<file path="src/rtl/cpu_pkg.sv">
`default_nettype none
// ============================================================================
//  Module      : cpu_pkg
//  Description : Shared widths, instruction word layout and sequencer state
//                encoding for the cpu_core program sequencer.
//  Revision    : 1.0 - initial release
// ============================================================================
package cpu_pkg;

    localparam int c_AW    = 3;    // register-file address width of cpu_core
    localparam int c_DW    = 8;    // data width of cpu_core
    localparam int c_DEPTH = 16;   // program buffer entries (power of 2)

    // One cpu_core control word, packed MSB-first as presented on prog_instr
    typedef struct packed {
        logic [1:0]      alu_sel;
        logic            w_en;
        logic [c_AW-1:0] a1;
        logic [c_AW-1:0] a2;
        logic [c_DW-1:0] din;
        logic            din_sel;
        logic            d2_sel;
    } instr_t;

    typedef enum logic [1:0] {
        IDLE    = 2'd0,
        RUN     = 2'd1,
        DRAIN   = 2'd2,
        CAPTURE = 2'd3
    } state_t;

endpackage
`default_nettype wire

</file>
<file path="src/rtl/seq_prog_mem.sv">
`default_nettype none
// ============================================================================
//  Module      : seq_prog_mem
//  Description : Program storage, DEPTH x instr_t. One synchronous write port
//                for loading, one combinational read port for issue.
//  Revision    : 1.0 - initial release
// ============================================================================
module seq_prog_mem
    import cpu_pkg::*;
#(
    parameter int DEPTH  = c_DEPTH,
    parameter int ADDR_W = $clog2(DEPTH)
) (
    input  logic              clk,
    input  logic              we,
    input  logic [ADDR_W-1:0] waddr,
    input  instr_t            wdata,
    input  logic [ADDR_W-1:0] raddr,
    output instr_t            rdata
);

    instr_t r_mem [DEPTH];

    // Store an accepted load word; contents are never cleared, only overwritten
    always_ff @(posedge clk) begin
        if (we) begin
            r_mem[waddr] <= wdata;
        end
    end

    assign rdata = r_mem[raddr];

endmodule
`default_nettype wire

</file>
<file path="src/rtl/cpu_sequencer.sv">
`default_nettype none
// ============================================================================
//  Module      : cpu_sequencer
//  Description : Loads a short program of cpu_core control words, then plays
//                it out one word per cycle, drains one cycle, captures the
//                core's dout and pulses done.
//  Revision    : 1.0 - initial release
// ============================================================================
module cpu_sequencer
    import cpu_pkg::*;
#(
    parameter int DEPTH = c_DEPTH,
    parameter int AW    = c_AW,
    parameter int DW    = c_DW
) (
    input  logic                     clk,
    input  logic                     rst,
    input  logic                     prog_valid,
    input  instr_t                   prog_instr,
    output logic                     prog_ready,
    input  logic                     clear,
    input  logic                     start,
    input  logic                     abort,
    output logic [1:0]               alu_sel,
    output logic                     w_en,
    output logic [AW-1:0]            a1,
    output logic [AW-1:0]            a2,
    output logic [DW-1:0]            din,
    output logic                     din_sel,
    output logic                     d2_sel,
    input  logic [DW-1:0]            core_dout,
    output logic                     busy,
    output logic                     done,
    output logic [DW-1:0]            result,
    output logic [$clog2(DEPTH):0]   count
);

    localparam int c_IW = $clog2(DEPTH);       // buffer index width
    localparam int c_PW = $clog2(DEPTH) + 1;   // count/pc width, holds DEPTH itself
    localparam logic [c_PW-1:0] c_FULL = c_PW'(DEPTH);
    localparam logic [c_PW-1:0] c_ONE  = c_PW'(1);

    state_t          r_state;
    logic [c_PW-1:0] r_count;
    logic [c_PW-1:0] r_pc;
    instr_t          r_ctrl;
    logic            r_done;
    logic [DW-1:0]   r_result;

    instr_t          w_mem_rd;
    logic            w_load;

    // Loading is only possible while idle and not simultaneously starting/clearing
    assign prog_ready = (r_state == IDLE) && (r_count < c_FULL) && !start && !clear;
    assign w_load     = prog_valid && prog_ready;

    seq_prog_mem #(
        .DEPTH (DEPTH)
    ) u_prog_mem (
        .clk   (clk),
        .we    (w_load),
        .waddr (r_count[c_IW-1:0]),
        .wdata (prog_instr),
        .raddr (r_pc[c_IW-1:0]),
        .rdata (w_mem_rd)
    );

    // Sequencer FSM: load/clear in IDLE, issue in RUN, one idle slot in DRAIN,
    // then capture the core result with a single-cycle done pulse
    always_ff @(posedge clk) begin
        if (rst) begin
            r_state  <= IDLE;
            r_count  <= '0;
            r_pc     <= '0;
            r_ctrl   <= '0;
            r_done   <= 1'b0;
            r_result <= '0;
        end else begin
            r_done <= 1'b0;
            case (r_state)
                IDLE: begin
                    r_ctrl <= '0;
                    if (clear) begin
                        r_count <= '0;
                    end else if (start && (r_count != '0)) begin
                        r_state <= RUN;
                        r_pc    <= '0;
                    end else if (w_load) begin
                        r_count <= r_count + c_ONE;
                    end
                end
                RUN: begin
                    if (abort) begin
                        r_state <= IDLE;
                        r_ctrl  <= '0;
                    end else if (r_pc < r_count) begin
                        // pc is one bit wider than the index, so a full buffer never wraps
                        r_ctrl <= w_mem_rd;
                        r_pc   <= r_pc + c_ONE;
                    end else begin
                        r_state <= DRAIN;
                        r_ctrl  <= '0;
                    end
                end
                DRAIN: begin
                    r_ctrl <= '0;
                    if (abort) begin
                        r_state <= IDLE;
                    end else begin
                        r_state  <= CAPTURE;
                        r_result <= core_dout;
                        r_done   <= 1'b1;
                    end
                end
                CAPTURE: begin
                    r_ctrl  <= '0;
                    r_state <= IDLE;
                end
                default: begin
                    r_ctrl  <= '0;
                    r_state <= IDLE;
                end
            endcase
        end
    end

    assign alu_sel = r_ctrl.alu_sel;
    assign w_en    = r_ctrl.w_en;
    assign a1      = r_ctrl.a1;
    assign a2      = r_ctrl.a2;
    assign din     = r_ctrl.din;
    assign din_sel = r_ctrl.din_sel;
    assign d2_sel  = r_ctrl.d2_sel;
    assign busy    = (r_state != IDLE);
    assign done    = r_done;
    assign result  = r_result;
    assign count   = r_count;

endmodule
`default_nettype wire

</file>
<file path="config.mk">
export PLATFORM = sky130hd
export DESIGN_NAME = cpu_sequencer
export DESIGN_NICKNAME = d
export VERILOG_FILES = /design/src/rtl/cpu_pkg.sv /design/src/rtl/seq_prog_mem.sv /design/src/rtl/cpu_sequencer.sv
export SDC_FILE = /design/constraint.sdc
export NUM_CORES = 1
export LEC_CHECK = 0
export CORE_MARGIN = 2
export CORE_UTILIZATION = 30
export CTS_CLUSTER_SIZE = 30
export DETAILED_ROUTE_END_ITERATION = 7
export GPL_ROUTABILITY_DRIVEN = 0
export RECOVER_POWER = 100
export SLEW_MARGIN = 20
export SYNTH_ARGS = -nofsm -noshare
export SYNTH_HDL_FRONTEND = slang
export SYNTH_SLANG_ARGS = --single-unit
export TNS_END_PERCENT = 20
</file>
<file path="constraint.sdc">
create_clock -name clk -period 4.2 [get_ports clk]
set_input_delay 1.26 -clock clk [delete_from_list [all_inputs] [get_ports clk]]
set_output_delay 1.26 -clock clk [all_outputs]
set_load 0.1 [all_outputs]
</file>
## Word-level counts from Yosys, hierarchy flattened

Memory sizes are Yosys's and may differ from the RTL's. A register that Yosys moved wholly into a read port is not among the register bits.
Index checks and enable logic that the tools add are counted.

| storage, ports and cells | value |
|---|---|
| register bits after elaboration | 40 |
| RAM bits | 304 |
| output and inout bits | 35 |
| word-level logic and storage cells | 68 |
| memories kept | 1 |

| operators by class | value |
|---|---|
| add/subtract/negate cells | 2 |
| order comparisons | 2 |
| equal/unequal tests | 9 |
| muxes and demuxes | 22 |
| bitwise operators | 2 |
| reductions and logical operators | 18 |

Memories:

| memory | depth | bits a word | read ports | clocked after memory_dff | write ports | RTL line | text |
|---|---|---|---|---|---|---|---|
| u_prog_mem.r_mem | 16 | 19 | 1 | 1 | 1 | seq_prog_mem.sv:22 | `instr_t r_mem [DEPTH];` |

Operator list:

| cell | count |
|---|---|
| 2-to-1 mux 19 bit | 2 |
| case mux 19 bit (2 select lines) | 1 |
| 2-to-1 mux 5 bit | 7 |
| adder 5 x 1 -> 5 bit (second input constant) | 2 |
| 2-to-1 mux 2 bit | 5 |
| case mux 5 bit (2 select lines) | 1 |
| 2-to-1 mux 4 bit | 2 |
| != test 2 bit (second input constant) | 4 |
| case mux 2 bit (4 select lines) | 1 |
| AND reduction 3 bit | 2 |
| nonzero test 2 bit | 3 |
| logical AND 1 bit | 5 |
| less-than comparator 5 bit | 1 |
| less-than comparator 5 bit (second input constant) | 1 |
| AND reduction 5 bit | 1 |
| nonzero test 5 bit | 1 |
| == test 2 bit (second input constant) | 2 |
| 2-to-1 mux 1 bit | 3 |
| != test 3 bit (second input constant) | 1 |
| OR reduction 3 bit | 1 |
| == test 2 x 1 -> 1 bit (second input constant) | 1 |
| zero test 1 bit | 2 |
| zero test 2 bit | 1 |
| != test 2 x 1 -> 1 bit (second input constant) | 1 |
| other kinds (3) | 4 |

## Depth between registers and ports, before layout

| depth | value |
|---|---|
| depth after elaboration | 8 |
| depth in mapped cells | 10 |

## Cells and area by module

A second synthesis with hierarchy kept.

| second synthesis, totals | value |
|---|---|
| cell total of the unflattened synthesis | 651 |
| area total of the unflattened synthesis | 13032.5 um2 |

Modules (own cells, without submodules):

| module | times used | cells an instance | area each (um2) | sequential area each (um2) |
|---|---|---|---|---|
| seq_prog_mem | 1 | 488 | 11466.0 | 9128.8 |
| cpu_sequencer | 1 | 163 | 1566.5 | 800.8 |

## Worst setup path before layout

No wires, ideal clock.

| timing | value |
|---|---|
| path kind | input -> output |
| start point | input port clear |
| end point | output port prog_ready |
| data arrival time | 4.219 ns |
| data required time | 2.940 ns |
| slack | -1.279 ns |
| cell stages on the path | 1 |
| path buffers | 0 |
| path through | nor4_1 |

| on the way | value |
|---|---|
| cells in the longest elaborated chain, start to end | 2 |

Ends and longest elaborated chain:

| element | RTL line | text |
|---|---|---|
| from (decl) | cpu_sequencer.sv:21 | `input logic clear,` |
| zero test 1 bit | cpu_sequencer.sv:54 | `assign prog_ready = (r_state == IDLE) && (r_count < c_FULL) && !start && !clear;` |
| logical AND 1 bit | cpu_sequencer.sv:54 |  |
| to (decl) | cpu_sequencer.sv:20 | `output logic prog_ready,` |

No other way between the ends.

## Worst setup path after layout

| timing | value |
|---|---|
| start point | input port clear |
| end point | memory u_prog_mem.r_mem[3][10] (netlist bit) (enable) |

| on the way | value |
|---|---|
| cells in the longest elaborated chain, start to end | 5 |

Ends and longest elaborated chain:

| element | RTL line | text |
|---|---|---|
| zero test 1 bit | cpu_sequencer.sv:54 |  |
| logical AND 1 bit | cpu_sequencer.sv:54 |  |
| logical AND 1 bit | cpu_sequencer.sv:55 | `assign w_load = prog_valid && prog_ready;` |
| 2-to-1 mux 1 bit | seq_prog_mem.sv:26 | `if (we) begin` |
| 2-to-1 mux 1 bit (implied by the code) | seq_prog_mem.sv:27 | `r_mem[waddr] <= wdata;` |
| to (decl) | seq_prog_mem.sv:22 |  |

No other way between the ends.

==> impl_metrics.env <==
export IMPL_yosys_area_share_adder=0.00858
export IMPL_worstSetupStartpointType="input port"
export IMPL_slew_limit_headroom=0.00115
export IMPL_slowest_stage="clkbuf_1"
export IMPL_cts_buffer_depth=3
export IMPL_routed_wirelength_mm=26.8
export IMPL_die_w_um=213
export IMPL_endpoint_kind="flop"
export IMPL_status="finished, violations left"
export IMPL_setup_tns_ps=0
export IMPL_worst_pin_slew_ps=1500
export IMPL_cts_made_buffers=36
export IMPL_initial_core_util=0.304
export IMPL_max_cap_viol_count=1
export IMPL_violations="capacitance limit"
export IMPL_worst_setup_path_type="input port to flop"
export IMPL_dp_cells=1288
export IMPL_drc_errors=0
export IMPL_final_cells=1352
export IMPL_netlist_area_leader_share=0.695
export IMPL_total_power_mw=6.92
export IMPL_synth_area_um2=13100
export IMPL_use_met1=0.173
export IMPL_postRouteAntennaNets=0
export IMPL_wire_per_inst_um=19.8
export IMPL_synth_fp_nets=683
export IMPL_port_buffers=67
export IMPL_worstPathRequired_ps=4300
export IMPL_grt_util_met2=0.187
export IMPL_synth_xor_area_frac=0.00200
export IMPL_cp_cell_sequence="dlygate4sd3_1, nor3_1, and2_0, nand2_1, nor3_2, clkbuf_1"
export IMPL_yosysTopAreaCell="edfxtp_1"
export IMPL_syn_area_per_cell_um2=20.5
export IMPL_postCtsSetupBuffers=0
export IMPL_detail_route_vias_per_cell=4.68
export IMPL_cellLeakagePower_nw=4.77
export IMPL_drt_iter0_markers=614
export IMPL_period_share=0.877
export IMPL_swShare=0.193
export IMPL_clkTransAtPathRegs_ps=60
export IMPL_grt_max_degree=58
export IMPL_cts_sinks=348
export IMPL_post_cts_resized=0
export IMPL_placed_cell_area_um2=14700
export IMPL_vdd_ir_drop_max_mv=0.274
export IMPL_io_pins=68
export IMPL_synth_seq_cells=348
export IMPL_cp_arrival_ps=3790
export IMPL_slew_viol_final=0
export IMPL_drive_gt1_frac=0.197
export IMPL_use_met3=0.0279
export IMPL_yosysWarnings=0
export IMPL_dr_pass1_iters=4
export IMPL_htreeDepth=2
export IMPL_pwr_share_comb=0.021
export IMPL_clk_latency_ps=500
export IMPL_p_switching_mw=1.33
export IMPL_power_density_nw_per_um2=442
export IMPL_core_area_um2=43200
export IMPL_busiest_layer="met2"
export IMPL_p_int_mw=5.59
export IMPL_final_cell_area_um2=15700
export IMPL_min_path_type="flop to flop"
export IMPL_worst_path_max_fanout=19
export IMPL_ys_seq_area_frac=0.762
export IMPL_overflow=0
export IMPL_grt_usage=0.121
export IMPL_synth_top_family_by_area="multiplexers"
export IMPL_std_cell_rows=76
export IMPL_setup_viol=0
export IMPL_fmax_ghz=0.271
export IMPL_grt_pass1_vias=6644
export IMPL_syn2layout_area_growth_pct=19.3
export IMPL_ys_types=37
export IMPL_postCtsHoldBufs=0
export IMPL_synth_compound_area_frac=0.0263
export IMPL_grt_pass1_wl_mm=40.8
export IMPL_cts_tree="yes"
export IMPL_final_nets=783
export IMPL_synth_area_top_cells="edfxtp_1, mux4_2, dfxtp_1"
export IMPL_dieArea_um2=45500
export IMPL_synth_mux_area_frac=0.159
export IMPL_pwr_share_seq=0.545
export IMPL_fillers=4062
export IMPL_p_clk_frac=0.434
export IMPL_period_needed_ps=3690
export IMPL_dpl_hpwl_mm=16.1
export IMPL_synthSimpleGateAreaFrac=0.0257
export IMPL_cts_root_buf="clkbuf_16"
export IMPL_rsz0062_at_grt="false"
export IMPL_syn_instance_count=641
export IMPL_clock_skew_ps=16.1
export IMPL_timing_hold_ws_ps=453
export IMPL_via_count=6323
export IMPL_hold_viol_final=0
export IMPL_crit_path_max_incr_delay_ps=1060
export IMPL_antenna_found_initial=3
export IMPL_die_height_um=213
[routing by layer]
layer  wire length [µm]  share of wire
met3               1580          0.059
met4                462          0.017
met5                 13        0.00048
met1              12500           0.46
met2              12300           0.46
[power by group through the flow]
| stage | Sequential, mW | Clock [mW] | Combinational [mW] |
|---|---|---|---|
| 2_1_floorplan | 3.86 | 0 | 0.0452 |
| 3_3_place_gp | 3.85 | 0 | 0.148 |
| 3_5_place_dp | 3.85 | 0 | 0.151 |
| 4_1_cts | 3.77 | 3.09 | 0.151 |
| 5_1_grt | 3.77 | 3.22 | 0.156 |
| 6_report | 3.77 | 3.01 | 0.143 |
[critical path: cells and delay by family]
family,cells,cell delay (ps)
buf+inv,2,1670
simple gates,4,840
[cells in the mapped netlist, drive strengths merged]
library cell  count
o32ai             4
a31oi             4
edfxtp          304
or3               1
buf              16
inv              12
o21a              1
a211oi            1
or3b              1
or2               2
dfxtp            44
a21o              1
nor4              2
mux2i            38
nand2b            3
nand4             4
a32o              1
mux4             76
nand2            25
a211o             1
nor2             22
and2              2
a31o              1
nor3b             1
ha                9
nand3             5
xnor2             3
clkbuf           15
a21oi            15
nor3              5
o22ai            19
o21ai             2
a2111oi           1
[layout make-up]
| type | instances | area [µm²] | share of cell area |
|---|---|---|---|
| antenna | 1 | 2.50 | 0.000160 |
| clock buffer | 51 | 998 | 0.0637 |
| clock inverter | 12 | 109 | 0.00695 |
| inverter | 12 | 45.0 | 0.00288 |
| multi-input combinational | 250 | 2950 | 0.189 |
| sequential | 348 | 10000 | 0.639 |
| tap | 585 | 732 | 0.0467 |
| timing repair buffer | 93 | 808 | 0.0516 |
[stage by stage]
| stage | setup slack (ps) | util |
|---|---|---|
| floorplan | 606 | - |
| global placement | 640 | 0.340 |
| detailed placement | 615 | 0.340 |
| CTS | 612 | 0.365 |
| global route | 290 | 0.363 |
| finish | 515 | 0.363 |
[layout by cell type, fill, tap and decap left out, drive strengths merged, types with 4 or more instances in the layout]
master	n
buf	5
o22ai	19
nor2	22
a31oi	4
o32ai	4
dlygate4sd3	53
inv	12
nor3	5
nand3	5
nand2	25
dfxtp	44
nand4	4
clkinv	8
mux4	76
ha	9
clkdlybuf4s50	10
mux2i	38
edfxtp	304
clkbuf	76
a21oi	15
[cells by family (layout without fill, tap and decap cells)]
kind of cell,after synthesis,in the layout
flops,348,348
mux,114,114
simple gates,73,73
compound gates,51,51
buf+inv,43,168
fa+ha+maj,9,9
xor+xnor,3,3
other cells,0,1
[registers in the layout (all words and copies together) (netlist names), named ones only]
name,count
din,8
din_sel,1
count,5
u_prog_mem.r_mem,304
alu_sel,2
r_pc,5
a1,3
result,8
d2_sel,1
done,1
w_en,1
r_state,2
a2,3
[worst paths after layout]
kind / startpoint / end / slack (ps) / cells after the start
max: clear / u_prog_mem.r_mem[3][10] / 510 / 6
min: result[6] / result[6] / 450 / 2
max reg2reg: count[2] / a1[2] / 1290 / 7
min reg2reg: result[6] / result[6] / 450 / 2
Note: power is estimated with default switching activity, not from simulation.
